==> src/rtl/alu_wb_stage.sv <==
// -----------------------------------------------------------------------------
// alu_wb_stage
//
// Writeback stage that sits directly after the 4-bit ALU. Each accepted ALU
// result is:
//   * written to a 4 x 4-bit register file (when wr_en is set),
//   * committed to the Z/C/S flag register (C/S only for arithmetic results),
//   * pushed into a 2-entry result FIFO drained by a valid/ready consumer.
// The register-file read ports feed the ALU operands. Each port bypasses a
// write that is being accepted in the same cycle.
//
// Ports
//   clk, reset_n            clock, asynchronous active-low reset
//   in_valid / in_ready     ALU result handshake
//   R, zero, carry, sign    ALU result and flags (carry/sign valid only if arit)
//   arit                    result came from an arithmetic operation
//   wr_en, wr_addr          register-file write control
//   rd_addr_a/b, rd_a/b     combinational operand read ports with bypass
//   flag_z/c/s              committed flags
//   out_valid / out_ready   result FIFO handshake
//   out_data                FIFO head {wr_addr, s, c, z, R}
// -----------------------------------------------------------------------------
module alu_wb_stage #(
  parameter int NREG       = 4,  // address width is fixed at 2 bits
  parameter int FIFO_DEPTH = 2   // only a depth of 2 is supported
) (
  input  logic       clk,
  input  logic       reset_n,
  input  logic       in_valid,
  output logic       in_ready,
  input  logic [3:0] R,
  input  logic       zero,
  input  logic       carry,
  input  logic       sign,
  input  logic       arit,
  input  logic       wr_en,
  input  logic [1:0] wr_addr,
  input  logic [1:0] rd_addr_a,
  input  logic [1:0] rd_addr_b,
  output logic [3:0] rd_a,
  output logic [3:0] rd_b,
  output logic       flag_z,
  output logic       flag_c,
  output logic       flag_s,
  output logic       out_valid,
  input  logic       out_ready,
  output logic [8:0] out_data
);

  logic [3:0] regs [NREG];
  logic [1:0] count;
  logic [8:0] head_q;
  logic [8:0] tail_q;

  logic       accept;
  logic       pop;
  logic       c_next;
  logic       s_next;
  logic [8:0] push_data;

  // A full FIFO can still take a result in a cycle where the consumer pops.
  assign in_ready  = (count < 2'(FIFO_DEPTH)) | out_ready;
  assign accept    = in_valid & in_ready;
  assign out_valid = (count != 2'd0);
  assign pop       = out_valid & out_ready;
  assign out_data  = head_q;

  // The select is always known, so undefined ALU C/S in logic mode never
  // reach the flags, the FIFO or any output.
  always_comb begin
    // NOTE: every always_comb output gets a default first so no path leaves
    // it unassigned, which would otherwise infer a latch.
    c_next = flag_c;
    s_next = flag_s;
    if (arit) begin
      c_next = carry;
      s_next = sign;
    end
  end

  // FIFO entries carry the flag values as they will be after this commit.
  assign push_data = {wr_addr, s_next, c_next, zero, R};

  // Same-cycle bypass, only when the write is really being accepted.
  assign rd_a = (accept && wr_en && (wr_addr == rd_addr_a)) ? R : regs[rd_addr_a];
  assign rd_b = (accept && wr_en && (wr_addr == rd_addr_b)) ? R : regs[rd_addr_b];

  // Register file and flags.
  always_ff @(posedge clk or negedge reset_n) begin
    if (!reset_n) begin
      // NOTE: the register file is small and must read as zero after reset,
      // so it lives in flops with an explicit reset rather than in a RAM.
      for (int i = 0; i < NREG; i++) regs[i] <= 4'b0000;
      flag_z <= 1'b0;
      flag_c <= 1'b0;
      flag_s <= 1'b0;
    end else if (accept) begin
      // NOTE: sequential state uses non-blocking assignments so every flop
      // samples pre-edge values regardless of statement order.
      if (wr_en) regs[wr_addr] <= R;
      flag_z <= zero;
      flag_c <= c_next;
      flag_s <= s_next;
    end
  end

  // Two-entry result FIFO: head_q is the registered output entry, tail_q the
  // entry behind it. When the FIFO empties, head_q keeps its last value.
  always_ff @(posedge clk or negedge reset_n) begin
    if (!reset_n) begin
      count  <= 2'd0;
      head_q <= '0;
      tail_q <= '0;
    end else begin
      unique case ({accept, pop})
        2'b10: begin
          if (count == 2'd0) head_q <= push_data;
          else               tail_q <= push_data;
          count <= count + 2'd1;
        end
        2'b01: begin
          if (count == 2'd2) head_q <= tail_q;
          count <= count - 2'd1;
        end
        2'b11: begin
          if (count == 2'd1) begin
            head_q <= push_data;
          end else begin
            head_q <= tail_q;
            tail_q <= push_data;
          end
        end
        default: ;
      endcase
    end
  end

endmodule

==> config.mk <==
export PLATFORM = sky130hd
export DESIGN_NAME = alu_wb_stage
export DESIGN_NICKNAME = d
export VERILOG_FILES = /design/src/rtl/alu_wb_stage.sv
export SDC_FILE = /design/constraint.sdc
export NUM_CORES = 1
export LEC_CHECK = 0
export ABC_CLOCK_PERIOD_IN_PS = 5700
export CAP_MARGIN = 5
export CORE_UTILIZATION = 56
export CTS_CLUSTER_DIAMETER = 200
export DETAILED_ROUTE_END_ITERATION = 16
export PLACE_DENSITY_LB_ADDON = 0.12
export SLEW_MARGIN = 20
export SYNTH_ARGS = -nofsm -noshare
export SYNTH_HDL_FRONTEND = slang
export SYNTH_SLANG_ARGS = --single-unit
==> constraint.sdc <==
create_clock -name clk -period 5.7 [get_ports clk]
set_input_delay 1.14 -clock clk [delete_from_list [all_inputs] [get_ports clk]]
set_output_delay 1.14 -clock clk [all_outputs]
set_load 0.01 [all_outputs]
==> run_results.csv, run 1 <==
group,metric,value,unit
clocking,cts_hold_buf,0,
clocking,clkTransAtPathRegs,0.07,ns
place,io_buffer_count,40,
logic_synthesis,synthCells,174,
sta,skew,0.0101,ns
logic_synthesis,synth_compound_area_frac,0.108,
clocking,root_buffer,"clkbuf_8",
pwr,power,1.27,mW
critical_path,arrival,3.45,ns
global_routing,grt_pass1_vias,1643,
sta,setup_viol,0,
pwr,p_seq_frac,0.380,
cells_and_area,postLayoutCellArea,0.00276,sq mm
clocking,numCtsBuffers,5,
drt,drt_pass1_iterations,5,
critical_path,worstRegToRegCells,7,
worst_hold_path,holdCritPathClass,"reg -> reg",
pwr,combPwrFrac,0.476,
cells_and_area,stdcell_count,261,
critical_path,critPathCaptureType,"output port",
clocking,cts_resized,0,
floorplan,coreArea,0.00377,sq mm
sta,tightest_slew,0.682,ns
cells_and_area,diodes,0,
sta,fin_crit_sh,0.805,
pwr,p_leak,1.08,nW
clocking,clock-sinks,39,
logic_synthesis,synthMuxAreaShare,0.268,
global_routing,grt_max_degree,40,
clocking,clkLatencyLatePin,0.30,ns
sta,fin_ws,1.11,ns
critical_path,crit_required,4.56,ns
clocking,cts_tree,"yes",
floorplan,die_area,0.00431,sq mm
critical_path,cp_max_fo,9,
clocking,cts_buffer_depth,2,
place,dpl_worst_slack,1.10,ns
status,status,"finished clean",
logic_synthesis,synth_xor_xnor_area_share,0.0232,
logic_synthesis,synth-warning-count,0,
critical_path,startpoint_type,"primary input",
floorplan,start_util,0.602,
logic_synthesis,ys_ff_latch,39,
cells_and_area,area_delta_synth_final,21.7,%
drt,routed_via_density,6.19,
cells_and_area,drive_gt1_frac,0.300,
logic_synthesis,yosysSeqAreaShare,0.430,
place,hpwl,3.79,mm
drt,drcViolationCount,0,
global_routing,antenna_found_initial,0,
logic_synthesis,synth_nets,200,
pwr,power.density,461,mW/mm^2
floorplan,die_h,65.6,um
sta,fin_tns_setup,0,ns
logic_synthesis,syn_area,0.00227,sq mm
pwr,clkPwrFrac,0.144,
place,dp.cells,253,
global_routing,grt_usage,0.268,
drt,dr.first_iter.drc_count,153,
logic_synthesis,synth_top_family_by_area,"multiplexers",
clocking,cts_setup_buffers,0,
sta,finalMaxSlewViolations,0,
logic_synthesis,yosys.area_share.simple,0.0916,
drt,routedWlPerCell,19.3,um
floorplan,chipWidth,65.6,um
sta,max_freq,218,MHz
cells_and_area,fin_util,0.732,
clocking,cts.htree.levels,2,
floorplan,ios,41,
place,gp_congestion,0.831,
global_routing,overflow,0,
global_routing,grt_first_pass_wirelength,8.36,mm
logic_synthesis,synthAdderAreaFrac,0.0386,
job,drv_cap,0,
critical_path,critPathKind,"in -> out",
sta,min_period,4.59,ns
pwr,intPower,0.823,mW
sta,hold-worst-slack,0.521,ns
pwr,p_sw,0.450,mW
pwr,p_sw_frac,0.354,
drt,via_count,1615,
drt,final_antenna_net_count,0,
worst_hold_path,hold_depth,1,
place,place_area,0.00268,sq mm
sta,relSlewSlack,0.541,
logic_synthesis,syn_avg_cell_area,13.0,sq um
pwr,ir_drop,0.322,mV
sta,hold_viol,0,
drt,routed_wl,5.04,mm
logic_synthesis,synthDistinctLibCells,29,
floorplan,rows,22,
sta,rsz0062_at_grt,"false",
cells_and_area,nNetsFinal,238,
==> critical path: stages <==
cell	delay [ns]
clkdlybuf4s50_1	0.63
nand2_1	0.33
nor4_4	0.46
mux2_2	0.39
clkdlybuf4s50_1	0.49
==> final timing paths <==
kind	from	end	slack, ns
worst max-delay path	in_valid	rd_a[0]	1.11
worst min-delay path	tail_q[8]$_DFFE_PN0P_	tail_q[8]$_DFFE_PN0P_	0.52
worst max register to register	count[0]$_DFFE_PN0P_	tail_q[7]$_DFFE_PN0P_	3.25
worst min register to register	tail_q[8]$_DFFE_PN0P_	tail_q[8]$_DFFE_PN0P_	0.52
max in group asynchronous	reset_n	tail_q[3]$_DFFE_PN0P_	4.08
min in group asynchronous	reset_n	out_data[5]$_DFFE_PN0P_	1.26
==> state kept, by name, indices dropped and copies added, names as in the netlist <==
signal / flops
regs: 16
out_data: 9
tail_q: 9
count: 2
flag_c: 1
flag_s: 1
flag_z: 1
==> layout by cell type, fill, tap and decap left out, drive strengths merged <==
| cell type | Yosys | final |
|---|---|---|
| a31oi | 18 | 18 |
| inv | 7 | 7 |
| and2b | 1 | 1 |
| xor2 | 4 | 4 |
| nor2b | 2 | 2 |
| nand4bb | 1 | 1 |
| dfrtp | 39 | 39 |
| clkbuf | 5 | 6 |
| mux2 | 38 | 38 |
| mux4 | 8 | 8 |
| buf | 5 | 1 |
| ha | 7 | 7 |
| nor3b | 1 | 1 |
| nor4b | 2 | 2 |
| and3 | 1 | 1 |
| nand2b | 2 | 2 |
| xnor2 | 2 | 2 |
| o21ai | 10 | 10 |
| nand2 | 4 | 4 |
| clkdlybuf4s50 | 0 | 40 |
| o211ai | 9 | 9 |
| or4b | 1 | 1 |
| clkinvlp | 0 | 1 |
| and2 | 2 | 2 |
| nor4 | 3 | 3 |
| clkinv | 1 | 2 |
| o2111ai | 1 | 1 |
==> cells by family after synthesis <==
logic type | count (synthesis)
AOI/OAI and AO/OA | 38
xor gates and xnor gates | 6
adders and majority gates | 7
buffers and inverters | 18
DFF | 39
muxes | 46
and+or+nand+nor | 20
==> metal layers <==
metal  share of wire  global-route usage  vias up  wire, um
met2            0.51               0.431       61      2560
met5               0                   0        -         0
met3           0.056              0.0677        9       283
li1                -                   -      741         -
met4           0.015              0.0815        0        78
met1            0.42               0.355      804      2120
==> power groups by stage <==
stage                     registers, mW  clock network, mW  logic, mW
final                             0.484              0.183      0.606
after global routing              0.496              0.198      0.662
after CTS                         0.482              0.184      0.610
after detailed placement          0.487                  0      0.609
after global placement            0.473                  0      0.580
after floorplan                   0.481                  0      0.369
==> synthesized netlist by cell type <==
library cell	instances	share of area
inv_2	1	0.0017
nand2_1	4	0.0066
nor4_4	2	0.019
buf_2	1	0.0022
o21ai_0	10	0.022
nor3b_1	1	0.0033
o2111ai_2	1	0.0066
buf_6	3	0.015
nand2b_1	2	0.0055
xor2_1	4	0.015
mux4_2	8	0.079
dfrtp_1	39	0.43
nand4bb_1	1	0.0050
a31oi_1	18	0.050
and3_4	1	0.0050
and2b_2	1	0.0039
nor4b_4	2	0.021
inv_1	6	0.0099
xnor2_1	2	0.0077
nor2b_1	2	0.0055
clkinv_1	1	0.0017
nor4_2	1	0.0055
and2_1	2	0.0055
buf_1	1	0.0017
or4b_4	1	0.0061
o211ai_1	9	0.030
clkbuf_1	5	0.0083
mux2_2	38	0.19
ha_1	7	0.039
==> cell type report <==
| type | instances | area [sq um] |
|---|---|---|
| Timing Repair Buffer | 41 | 408 |
| Tap cell | 48 | 60.1 |
| Multi-Input combinational cell | 117 | 1200 |
| Sequential cell | 39 | 976 |
| Clock buffer | 6 | 72.6 |
| Inverter | 8 | 30.0 |
| Fill cell | 252 | 1010 |
| Clock inverter | 2 | 12.5 |
(Power assumes the default switching activity.)
==> run 2, diff against run 1 <==
--- a/config.mk
+++ b/config.mk
@@ -5,9 +5,9 @@
 export SDC_FILE = /design/constraint.sdc
 export NUM_CORES = 1
 export LEC_CHECK = 0
-export ABC_CLOCK_PERIOD_IN_PS = 5700
+export ABC_CLOCK_PERIOD_IN_PS = 4300
 export CAP_MARGIN = 5
-export CORE_UTILIZATION = 56
+export CORE_UTILIZATION = 52
 export CTS_CLUSTER_DIAMETER = 200
 export DETAILED_ROUTE_END_ITERATION = 16
 export PLACE_DENSITY_LB_ADDON = 0.12
==> constraint.sdc (replaced) <==
create_clock -name clk -period 4.3 [get_ports clk]
set_input_delay 0.86 -clock clk [delete_from_list [all_inputs] [get_ports clk]]
set_output_delay 0.86 -clock clk [all_outputs]
set_load 0.01 [all_outputs]
==> run 2 against run 1 <==
Against the previous run:
- clock skew shrank 0.00068 ns
- clock power grew 75%
- register-to-register slack worse by 1.4 ns
- sequential cell count unchanged
- highest routed layer unchanged
==> run_results.csv, run 2 (synthesis results as in run 1) <==
group,metric,value,unit
cells_and_area,postLayoutCellArea,0.00282,sq mm
sta,relSlewSlack,0.343,
cells_and_area,diodes,0,
worst_hold_path,hold_depth,1,
global_routing,met1_usage,0.304,
place,hpwl,3.70,mm
sta,hold_viol,0,
floorplan,die_h,68.1,um
worst_hold_path,holdPathEnd,"tail_q[6]$_DFFE_PN0P_",
sta,fin_tns_setup,0,ns
critical_path,arrival,3.06,ns
place,gp_congestion,0.867,
sta,rsz0062_at_grt,"false",
job,drv_cap,0,
global_routing,overflow,0,
sta,hold-worst-slack,0.514,ns
floorplan,start_util,0.555,
cells_and_area,top_register,"regs",
critical_path,startpoint,"out_ready",
floorplan,coreArea,0.00409,sq mm
cells_and_area,layout_commonest_cell,"clkdlybuf4s50_1",
clocking,root_buffer,"clkbuf_8",
clocking,cts_setup_buffers,0,
global_routing,busiest_layer,"met2",
pwr,power.density,620,mW/mm^2
clocking,numCtsBuffers,5,
drt,routed_via_density,6.02,
place,io_buffer_count,40,
critical_path,r2r_start,"count[0]$_DFFE_PN0P_",
critical_path,crit_required,3.44,ns
critical_path,critPathCaptureType,"output port",
sta,setup_viol,0,
cells_and_area,fillCellCount,286,
cells_and_area,drive_gt1_frac,0.315,
critical_path,startpoint_type,"primary input",
global_routing,grt_first_pass_wirelength,8.03,mm
sta,min_period,3.92,ns
clocking,cts_resized,0,
drt,dr.first_iter.drc_count,137,
global_routing,grt_pass1_vias,1602,
global_routing,use_met3,0.0567,
critical_path,critPathKind,"in -> out",
critical_path,worstRegToRegCells,7,
cells_and_area,regArea,976,sq um
pwr,ir_drop,0.326,mV
cells_and_area,multi_input_area,0.00120,sq mm
status,status,"finished clean",
sta,skew,0.00945,ns
worst_hold_path,holdCritPathClass,"reg -> reg",
drt,routedWlPerCell,18.6,um
floorplan,die_area,0.00463,sq mm
cells_and_area,largest_reg_flops,16,
drt,via_count,1602,
drt,drt_pass1_iterations,4,
floorplan,ios,41,
floorplan,rows,23,
place,place_area,0.00270,sq mm
floorplan,chipWidth,68.1,um
clocking,clkTransAtPathRegs,0.08,ns
worst_hold_path,hp-start,"tail_q[6]$_DFFE_PN0P_",
critical_path,r2r_setup_slack,1.88,ns
cells_and_area,nNetsFinal,241,
clocking,cts_buffer_depth,2,
clocking,clock-sinks,39,
global_routing,grt_usage,0.244,
drt,final_antenna_net_count,0,
clocking,cts.htree.levels,2,
drt,routed_wl,4.94,mm
sta,tightest_slew,0.982,ns
cells_and_area,fin_util,0.690,
pwr,p_leak,1.11,nW
drt,drcViolationCount,0,
global_routing,use_met2,0.414,
clocking,clkLatencyLatePin,0.30,ns
cells_and_area,final_cell_mix,"clkdlybuf4s50_1 (40), dfrtp_1 (39), mux2_2 (38)",
global_routing,grt_max_degree,22,
clocking,cts_tree,"yes",
clocking,cts_hold_buf,0,
cells_and_area,area_delta_synth_final,24.2,%
sta,finalMaxSlewViolations,0,
sta,max_freq,255,MHz
critical_path,cp_max_fo,7,
critical_path,r2r_end,"tail_q[4]$_DFFE_PN0P_",
global_routing,antenna_found_initial,0,
sta,fin_crit_sh,0.912,
-- run 2: worst max-delay path by stage --
stage          depth (start not counted)       to  slack (ns)
2_1_floorplan                          4  rd_a[0]        1.42
3_3_place_gp                           5  rd_a[1]        0.42
3_5_place_dp                           5  rd_a[1]        0.38
4_1_cts                                5  rd_a[0]        0.37
5_1_grt                                5  rd_a[0]        0.29
6_report                               5  rd_a[0]        0.38
-- run 2: final cells by class --
type | count | area share
Timing Repair Buffer | 44 | 0.153
Clock buffer | 6 | 0.0293
Clock inverter | 2 | 0.0124
Sequential cell | 39 | 0.346
Multi-Input combinational cell | 117 | 0.426
Tap cell | 50 | 0.0222
Inverter | 8 | 0.0107
-- run 2: per-stage QoR --
stage               setup slack [ns]  cells  power, mW
floorplan                       1.42    174       1.13
global route                   0.293    266       1.86
CTS                            0.372    266       1.76
detailed placement             0.375    258       1.43
global placement               0.424    258       1.39
finish                         0.380    266       1.75
-- run 2: worst max-delay path, stage by stage --
cell,delay [ns]
clkdlybuf4s50_1,0.52
and2b_2,0.33
nor4_4,0.48
mux2_2,0.39
clkdlybuf4s50_1,0.48
-- run 2: per-layer routing --
layer | share of wire | wire length (um)
met1 | 0.42 | 2090
met4 | 0.016 | 79
met2 | 0.50 | 2490
met5 | 0 | 0
met3 | 0.055 | 272
-- run 2: power by group --
part	internal (mW)	switching, mW	total, mW
logic	0.449	0.344	0.792
clock network	0.188	0.132	0.320
registers	0.530	0.105	0.635
total	1.17	0.581	1.75
